### src/rtl/pipeline_sequencer.sv
// ---------------------------------------------------------------------------
// pipeline_sequencer
//
// Run-control and hazard sequencer for a five-stage pipeline (IF, ID, EX,
// MEM, WB). It starts execution from PC 0, applies the load-use stall and
// branch/jump flush requests raised by ID, drains the pipe after a halt and
// supports single-step debug. A valid bit per pipeline register lets it count
// retired instructions and report completion.
//
// Ports:
//   Clk          pipeline clock, rising edge
//   ResetN       asynchronous active-low reset
//   Start        begin a run (sampled in IDLE and DONE)
//   Halt         ID: instruction in IF/ID is a halt
//   Stall        ID: load-use hazard
//   Branch/Jump  ID: taken redirect
//   StepMode     1 = advance only when Step is high
//   Step         single-cycle advance request
//   PCReset      synchronous clear of the PC register
//   PCEn         PC load enable
//   IFIDEn       IF/ID register enable
//   IFIDFlush    zero IF/ID
//   IDEXBubble   load a NOP into ID/EX
//   PipeEn       EX/MEM and MEM/WB advance enable
//   Busy         state is RUN or DRAIN
//   Done         state is DONE
//   Valid        per-register valid bits, bit 0 = IF/ID
//   RetiredCount instructions retired from WB (wraps)
// ---------------------------------------------------------------------------
module pipeline_sequencer #(
    parameter int STAGES = 5,
    parameter int CNT_W  = 16
) (
    input  logic              Clk,
    input  logic              ResetN,
    input  logic              Start,
    input  logic              Halt,
    input  logic              Stall,
    input  logic              Branch,
    input  logic              Jump,
    input  logic              StepMode,
    input  logic              Step,
    output logic              PCReset,
    output logic              PCEn,
    output logic              IFIDEn,
    output logic              IFIDFlush,
    output logic              IDEXBubble,
    output logic              PipeEn,
    output logic              Busy,
    output logic              Done,
    output logic [STAGES-2:0] Valid,
    output logic [CNT_W-1:0]  RetiredCount
);

    localparam int VW = STAGES - 1;

    localparam logic [1:0] S_IDLE  = 2'd0;
    localparam logic [1:0] S_RUN   = 2'd1;
    localparam logic [1:0] S_DRAIN = 2'd2;
    localparam logic [1:0] S_DONE  = 2'd3;

    logic [1:0]    state_q, state_d;
    logic [VW-1:0] valid_q, valid_d;
    logic [CNT_W-1:0] cnt_q, cnt_d;

    logic          advance;
    logic [VW-1:0] shifted;

    // Only RUN/DRAIN move the pipe; in step mode each high Step cycle is one move.
    assign advance = ((state_q == S_RUN) || (state_q == S_DRAIN)) && (!StepMode || Step);

    // Every register takes its predecessor; IF/ID gets an empty slot by default.
    assign shifted = {valid_q[VW-2:0], 1'b0};

    always_comb begin
        state_d    = state_q;
        valid_d    = valid_q;
        cnt_d      = cnt_q;
        PCEn       = 1'b0;
        IFIDEn     = 1'b0;
        IFIDFlush  = 1'b0;
        IDEXBubble = 1'b0;
        PipeEn     = 1'b0;
        PCReset    = (state_q == S_IDLE) || (state_q == S_DONE);

        if (advance && valid_q[VW-1]) begin
            cnt_d = cnt_q + CNT_W'(1);
        end

        case (state_q)
            S_IDLE, S_DONE: begin
                if (Start) begin
                    state_d = S_RUN;
                    valid_d = '0;
                    cnt_d   = '0;
                end
            end
            S_RUN: begin
                if (advance) begin
                    PipeEn = 1'b1;
                    if (Halt) begin
                        // PC freezes; the halt itself moves on to ID/EX and retires.
                        IFIDEn    = 1'b1;
                        IFIDFlush = 1'b1;
                        valid_d   = shifted;
                        state_d   = S_DRAIN;
                    end else if (Stall) begin
                        // IF/ID holds its instruction while a bubble enters ID/EX.
                        IDEXBubble = 1'b1;
                        valid_d    = shifted;
                        valid_d[0] = valid_q[0];
                        valid_d[1] = 1'b0;
                    end else if (Branch || Jump) begin
                        // PC loads the target; the wrong-path fetch is squashed.
                        PCEn      = 1'b1;
                        IFIDEn    = 1'b1;
                        IFIDFlush = 1'b1;
                        valid_d   = shifted;
                    end else begin
                        PCEn       = 1'b1;
                        IFIDEn     = 1'b1;
                        valid_d    = shifted;
                        valid_d[0] = 1'b1;
                    end
                end
            end
            S_DRAIN: begin
                if (advance) begin
                    IFIDEn    = 1'b1;
                    IFIDFlush = 1'b1;
                    PipeEn    = 1'b1;
                    valid_d   = shifted;
                    if (shifted == '0) begin
                        state_d = S_DONE;
                    end
                end
            end
            default: begin
                state_d = S_IDLE;
            end
        endcase
    end

    always_ff @(posedge Clk or negedge ResetN) begin
        if (!ResetN) begin
            state_q <= S_IDLE;
            valid_q <= '0;
            cnt_q   <= '0;
        end else begin
            state_q <= state_d;
            valid_q <= valid_d;
            cnt_q   <= cnt_d;
        end
    end

    assign Busy         = (state_q == S_RUN) || (state_q == S_DRAIN);
    assign Done         = (state_q == S_DONE);
    assign Valid        = valid_q;
    assign RetiredCount = cnt_q;

endmodule

### config.mk
export PLATFORM = sky130hd
export DESIGN_NAME = pipeline_sequencer
export DESIGN_NICKNAME = d
export VERILOG_FILES = /design/src/rtl/pipeline_sequencer.sv
export SDC_FILE = /design/constraint.sdc
export NUM_CORES = 1
export LEC_CHECK = 0
export BUFFER_PORTS_ARGS = -buffer_cell sky130_fd_sc_hd__buf_2
export CAP_MARGIN = 20
export CORE_UTILIZATION = 45
export DETAILED_ROUTE_END_ITERATION = 6
export HOLD_SLACK_MARGIN = 0.12
export PLACE_DENSITY = 0.67
export RECOVER_POWER = 50
export SYNTH_ARGS = -nofsm -noshare
export SYNTH_HDL_FRONTEND = slang
export SYNTH_SLANG_ARGS = --single-unit
export TNS_END_PERCENT = 30
### constraint.sdc
create_clock -name Clk -period 2.3 [get_ports Clk]
set_input_delay 0.115 -clock Clk [delete_from_list [all_inputs] [get_ports Clk]]
set_output_delay 0.115 -clock Clk [all_outputs]
set_load 0.05 [all_outputs]
==> results of run 1 <==
-- flip-flops by register name, summed over array words and instances, names as in the netlist --
| register | cells |
|---|---|
| Valid | 4 |
| state_q | 2 |
| RetiredCount | 16 |
-- worst max-delay path, stage by stage (launching register included) --
cell and delay [ns]:
sky130_fd_sc_hd__dfrtp_1 0.42, sky130_fd_sc_hd__inv_1 0.10, sky130_fd_sc_hd__ha_4 0.36, sky130_fd_sc_hd__inv_2 0.08, sky130_fd_sc_hd__a22oi_2 0.44, sky130_fd_sc_hd__nor3_2 0.08
sky130_fd_sc_hd__buf_2 0.22
-- layout by cell type, fill, tap and decap left out, types with 2 or more instances in the layout --
cell type | netlist | layout
sky130_fd_sc_hd__ha_1 | 5 | 4
sky130_fd_sc_hd__and3_1 | 5 | 5
sky130_fd_sc_hd__xnor2_1 | 3 | 3
sky130_fd_sc_hd__or4_1 | 4 | 4
sky130_fd_sc_hd__and4_1 | 2 | 2
sky130_fd_sc_hd__nor4_1 | 3 | 3
sky130_fd_sc_hd__inv_1 | 6 | 6
sky130_fd_sc_hd__xor2_1 | 3 | 3
sky130_fd_sc_hd__nand3_1 | 7 | 7
sky130_fd_sc_hd__nor2_1 | 12 | 9
sky130_fd_sc_hd__a21oi_1 | 8 | 8
sky130_fd_sc_hd__nor2_2 | 0 | 3
sky130_fd_sc_hd__o31ai_1 | 4 | 4
sky130_fd_sc_hd__mux2i_1 | 4 | 4
sky130_fd_sc_hd__or3_1 | 2 | 2
sky130_fd_sc_hd__nand4_1 | 3 | 3
sky130_fd_sc_hd__nand2_1 | 10 | 10
sky130_fd_sc_hd__o41ai_1 | 3 | 3
sky130_fd_sc_hd__dlygate4sd3_1 | 0 | 3
sky130_fd_sc_hd__clkbuf_1 | 1 | 15
sky130_fd_sc_hd__nand2b_1 | 5 | 5
sky130_fd_sc_hd__buf_2 | 2 | 21
sky130_fd_sc_hd__dfrtp_1 | 22 | 22
sky130_fd_sc_hd__nor2b_1 | 2 | 2
sky130_fd_sc_hd__clkbuf_4 | 0 | 3
-- where the power goes --
part           internal [mW]  leakage, nW  switching (mW)
combinational          0.259        0.397           0.699
sequential             0.409        0.302          0.0228
clock                 0.0965       0.0210           0.113
total                  0.764        0.719           0.835
-- layer usage --
layer  GRT usage (%)  routed length (µm)  vias to the layer above
li1                -                   -                      570
met1           29.64                1423                      539
met2           32.33                1319                       24
met3           3.333                 103                        2
met4           6.838                  17                        0
met5               0                   0                        -
-- per-stage QoR --
stage / instances / hold slack (ns)
6_report: 203 / 0.1663
5_1_grt: 203 / 0.2146
4_1_cts: 203 / 0.1485
3_5_place_dp: 196 / 0.1168
3_3_place_gp: 196 / 0.1051
2_1_floorplan: 132 / -0.1806
-- worst paths after layout --
kind / from / endpoint / slack [ns] / cells past startpoint
min in group asynchronous: ResetN / RetiredCount[12] / 0.55 / 2
min: Halt / Valid[0] / 0.17 / 4
max: state_q[0] / IFIDFlush / 0.19 / 6
max reg2reg: state_q[0] / RetiredCount[15] / 0.25 / 5
max in group asynchronous: ResetN / Valid[0] / 1.04 / 2
min reg2reg: Valid[0] / Valid[0] / 0.58 / 2
-- kinds of logic after synthesis --
group,Yosys count,synth area share [%]
AOI/OAI and AO/OA,24,13.45
xor gates and xnor gates,6,4.184
adders and majority gates,5,4.980
buffers and inverters,10,3.187
DFF,22,43.82
muxes,4,3.187
and+or+nand+nor,61,27.19
-- area by class of cell --
cell class	instances	area, µm²
fillers	229	1027
multi-input cells	100	690.7
flip-flops and latches	22	550.5
repair buffers	40	198.9
well taps	30	37.54
clock buffers	4	36.28
inverters	7	26.28
==> flow_summary.json, run 1 <==
{
  "grt_max_degree": 23,
  "clock_tree_from_tritoncts": "built",
  "finalWorstSetupSlack_ns": 0.1870,
  "critical_path.max_fanout": 14,
  "routed-via-count": 1135,
  "ctsRootBufferMaster": "sky130_fd_sc_hd__clkbuf_4",
  "post-synth-top-count-cell": "sky130_fd_sc_hd__dfrtp_1",
  "dp.final_hpwl_um": 2130,
  "pre_cts_slack_ns": 0.2701,
  "synth_nets": 146,
  "asyncSetResetFlopFracSynth_pct": 100.0,
  "per_cell_via_count_in_the_routed_design": 5.591,
  "final_net_count": 188,
  "worst_max_slew_margin_expressed_relative_to_the_limit_pct": 21.47,
  "route.final.wire_length_um": 2863,
  "peakVddDrop_mv": 1.275,
  "die_h_um": 54.84,
  "drc": 0,
  "clkTransAtPathRegs_ns": 0.11,
  "grt_antenna_before_repair": 0,
  "drv_slew": 0,
  "synth-seq-area-share_pct": 43.82,
  "post-layout-total-power_mw": 1.598,
  "grt.total_usage_pct": 20.97,
  "initial_core_util_pct": 48.93,
  "netlist_area_um2": 1256,
  "setup_repair_after_global_routing_missed_its_margin": "false",
  "drt_first_pass_iters": 4,
  "tritoncts_num_sinks": 22,
  "final_cell_area_excluding_filler_cells_um2": 1540,
  "postSynthAreaPerCell_um2": 9.517,
  "cts_hold_buffers": 3,
  "post_synth_inst_count": 132,
  "synth-seq-cells": 22,
  "hold_viol_final": 0,
  "synth_area_leader_cell": "sky130_fd_sc_hd__dfrtp_1",
  "cts_buffers": 3,
  "overflow": 0,
  "number_of_global_route_vias_before_repair": 993,
  "final.min_clock_period_ns": 2.113,
  "port-buffer-count": 36,
  "core_area_um2": 2567,
  "fin_tns_setup_ns": 0,
  "die_w_um": 54.84,
  "final_antenna_net_count": 0,
  "crit_path_required_time_ns": 2.18,
  "cp_class": "reg -> out",
  "post_route_cells_drive_above_1_share_pct": 20.23,
  "synth_enable_flop_cells": 0,
  "core.rowCount": 18,
  "synth_top_area_share_pct": 43.82,
  "finalWeightedCongestion": 0.7295,
  "synth.yosys.warnings": 0,
  "timing_worst_slew_pin_value_ns": 1.178,
  "route.detailed.wl_per_inst_um": 14.10,
  "post_dp_cell_area_um2": 1493,
  "post_synth_num_cell_types": 37,
  "yosys_most_used_dff": "sky130_fd_sc_hd__dfrtp_1",
  "antenna_cells": 0,
  "post_cts_setup_buffers": 0,
  "synth_top_cells_by_area": "sky130_fd_sc_hd__dfrtp_1 44%, sky130_fd_sc_hd__ha_1 5.0%, sky130_fd_sc_hd__nor2_1 3.6%",
  "timing.critical_path.arrival_ns": 2.00,
  "fmax_mhz": 473.3,
  "final_util_pct": 59.99,
  "status": "completed",
  "leakagePower_nw": 0.7195,
  "syn2layout_area_growth_pct": 22.61,
  "cp-end-kind": "output port",
  "ioPinCount": 37,
  "insertion_delay_ns": 0.30,
  "period_share_pct": 91.87,
  "critical_path.startpoint_type": "flop",
  "grt_first_pass_wirelength_um": 4450,
  "finalClockSkew_ns": 0.01026,
  "clock_path_buffers": 2,
  "power-per-cell-area_nw_per_um2": 1038,
  "fp.dieArea_um2": 3007,
  "drt-initial-drc-count": 40,
  "post_cts_resize_count": 0,
  "cts-htree-levels": 1,
  "hold_class": "in -> reg",
  "ys_top_cells_by_count": "22 x sky130_fd_sc_hd__dfrtp_1, 12 x sky130_fd_sc_hd__nor2_1, 10 x sky130_fd_sc_hd__nand2_1, 8 x sky130_fd_sc_hd__a21oi_1, 7 x sky130_fd_sc_hd__nand3_1",
  "finalSetupViolCount": 0,
  "maxCapViolCount": 0
}
No activity file was read; power rests on OpenSTA's default activity.
==> inputs of run 2 (changes only) <==
Settings changed: CTS_BUF_LIST set to sky130_fd_sc_hd__clkbuf_8.
==> flow_summary.json, run 2 (synthesis gave the netlist of run 1 again) <==
{
  "finalSetupViolCount": 0,
  "drv_slew": 0,
  "dp.final_hpwl_um": 2130,
  "clock_path_buffers": 2,
  "routed-via-count": 1136,
  "status": "completed",
  "drt-initial-drc-count": 36,
  "power-per-cell-area_nw_per_um2": 1078,
  "cp-end-kind": "output port",
  "ioPinCount": 37,
  "overflow": 0,
  "cts_buffers": 3,
  "tritoncts_num_sinks": 22,
  "crit_family": "compound AO/OA/AOI/OAI gates",
  "largest_register_ffs": 16,
  "post-layout-total-power_mw": 1.659,
  "core_area_um2": 2567,
  "leakagePower_nw": 0.7164,
  "route.detailed.wl_per_inst_um": 14.15,
  "final_net_count": 186,
  "finalWeightedCongestion": 0.7295,
  "layout.cells.most_common": "sky130_fd_sc_hd__dfrtp_1",
  "share_of_total_power_in_the_clock_network_pct": 16.4,
  "worst_max_slew_margin_expressed_relative_to_the_limit_pct": 21.33,
  "final_cell_area_excluding_filler_cells_um2": 1539,
  "post_cts_resize_count": 0,
  "cp_class": "reg -> out",
  "cts-htree-levels": 1,
  "fp.dieArea_um2": 3007,
  "final_antenna_net_count": 0,
  "combinationalPowerShare_pct": 57.6,
  "die_w_um": 54.84,
  "power_frac_seq_pct": 26.0,
  "critical-path-max-stage-delay_ns": 0.44,
  "insertion_delay_ns": 0.26,
  "post_route_cells_drive_above_1_share_pct": 20.47,
  "route.final.wire_length_um": 2844,
  "maxCapViolCount": 0,
  "setup_repair_after_global_routing_missed_its_margin": "false",
  "per_cell_via_count_in_the_routed_design": 5.652,
  "timing.critical_path.arrival_ns": 1.95,
  "met3_usage_pct": 4.167,
  "timing_worst_slew_pin_value_ns": 1.180,
  "fmax_mhz": 484.7,
  "crit_slowest_cell": "sky130_fd_sc_hd__a22oi_2",
  "grt_antenna_before_repair": 0,
  "syn2layout_area_growth_pct": 22.51,
  "sw_frac_of_total_pct": 50.81,
  "grt-busiest-layer": "met2",
  "hold_viol_final": 0,
  "number_of_global_route_vias_before_repair": 967,
  "internal-power_uw": 815.9,
  "cts_hold_buffers": 1,
  "grt_max_degree": 23,
  "core.rowCount": 18,
  "critical_path.max_fanout": 14,
  "grt_first_pass_wirelength_um": 4333,
  "use_met2_pct": 30.92,
  "final.min_clock_period_ns": 2.063,
  "post_dp_cell_area_um2": 1493,
  "finalClockSkew_ns": 0.004987,
  "crit_path_required_time_ns": 2.18,
  "hold_class": "in -> reg",
  "antenna_cells": 0,
  "chain_of_cells_forming_the_critical_path": "inv_1 > ha_4 > inv_2 > a22oi_2 > nor3_2 > buf_2",
  "drt_first_pass_iters": 4,
  "clock_tree_from_tritoncts": "built",
  "period_share_pct": 89.70,
  "clkTransAtPathRegs_ns": 0.07,
  "ctsRootBufferMaster": "sky130_fd_sc_hd__clkbuf_8",
  "critical_path.startpoint_type": "flop",
  "fin_tns_setup_ns": 0,
  "layout_common_cells": "22 x sky130_fd_sc_hd__dfrtp_1, 21 x sky130_fd_sc_hd__buf_2, 15 x sky130_fd_sc_hd__clkbuf_1, 10 x sky130_fd_sc_hd__nand2_1, 9 x sky130_fd_sc_hd__nor2_1",
  "net-switching-power_uw": 842.9,
  "peakVddDrop_mv": 1.279,
  "timing.critical_path.buf_inv": 3,
  "grt_util_met1_pct": 28.60,
  "drc": 0,
  "grt.total_usage_pct": 20.56,
  "die_h_um": 54.84,
  "initial_core_util_pct": 48.93,
  "hold-worst-slack_ns": 0.1451,
  "port-buffer-count": 36,
  "post_cts_setup_buffers": 0
}
## run 2: worst min-delay path, stage by stage
cell and delay (ns):
sky130_fd_sc_hd__buf_2 0.09, sky130_fd_sc_hd__nor4_1 0.04, sky130_fd_sc_hd__nand2_1 0.05, sky130_fd_sc_hd__o22ai_1 0.06
## run 2: path summary, 6_finish.rpt
check / cells after the start / end / slack [ns] / startpoint
max: 6 / IFIDFlush / 0.24 / state_q[0]
min: 4 / Valid[0] / 0.15 / Branch
max reg2reg: 5 / RetiredCount[15] / 0.25 / state_q[0]
min reg2reg: 2 / Valid[2] / 0.57 / Valid[2]
max in group asynchronous: 2 / Valid[0] / 0.99 / ResetN
min in group asynchronous: 2 / RetiredCount[12] / 0.61 / ResetN
## run 2: through the flow
stage,setup WS (ns),utilization [%],std cells
finish,0.2368,59.94,201
floorplan,0.04000,-,132
CTS,0.2266,60.67,201
global placement,0.3212,58.14,196
detailed placement,0.2701,58.14,196
global route,0.1130,59.94,201
## run 2: metal layers
| metal | up-vias | part of all wire [%] |
|---|---|---|
| met1 | 537 | 50 |
| met5 | - | 0 |
| met2 | 28 | 45 |
| met4 | 0 | 1.4 |
| li1 | 565 | - |
| met3 | 6 | 4.0 |
## run 2: area by class of cell
cell class,instances,area (µm²)
Clock buffer,4,55.05
Fill cell,229,1028
Inverter,7,26.28
Multi-Input combinational cell,100,690.7
Sequential cell,22,550.5
Tap cell,30,37.54
Timing Repair Buffer,38,178.9
## run 2: power by group through the flow
| stage | registers (mW) | clock network, mW | logic, mW |
|---|---|---|---|
| floorplan | 0.443 | 0 | 0.767 |
| global placement | 0.437 | 0 | 0.954 |
| detailed placement | 0.440 | 0 | 0.956 |
| CTS | 0.432 | 0.284 | 0.958 |
| global route | 0.436 | 0.295 | 1.03 |
| finish | 0.431 | 0.272 | 0.955 |
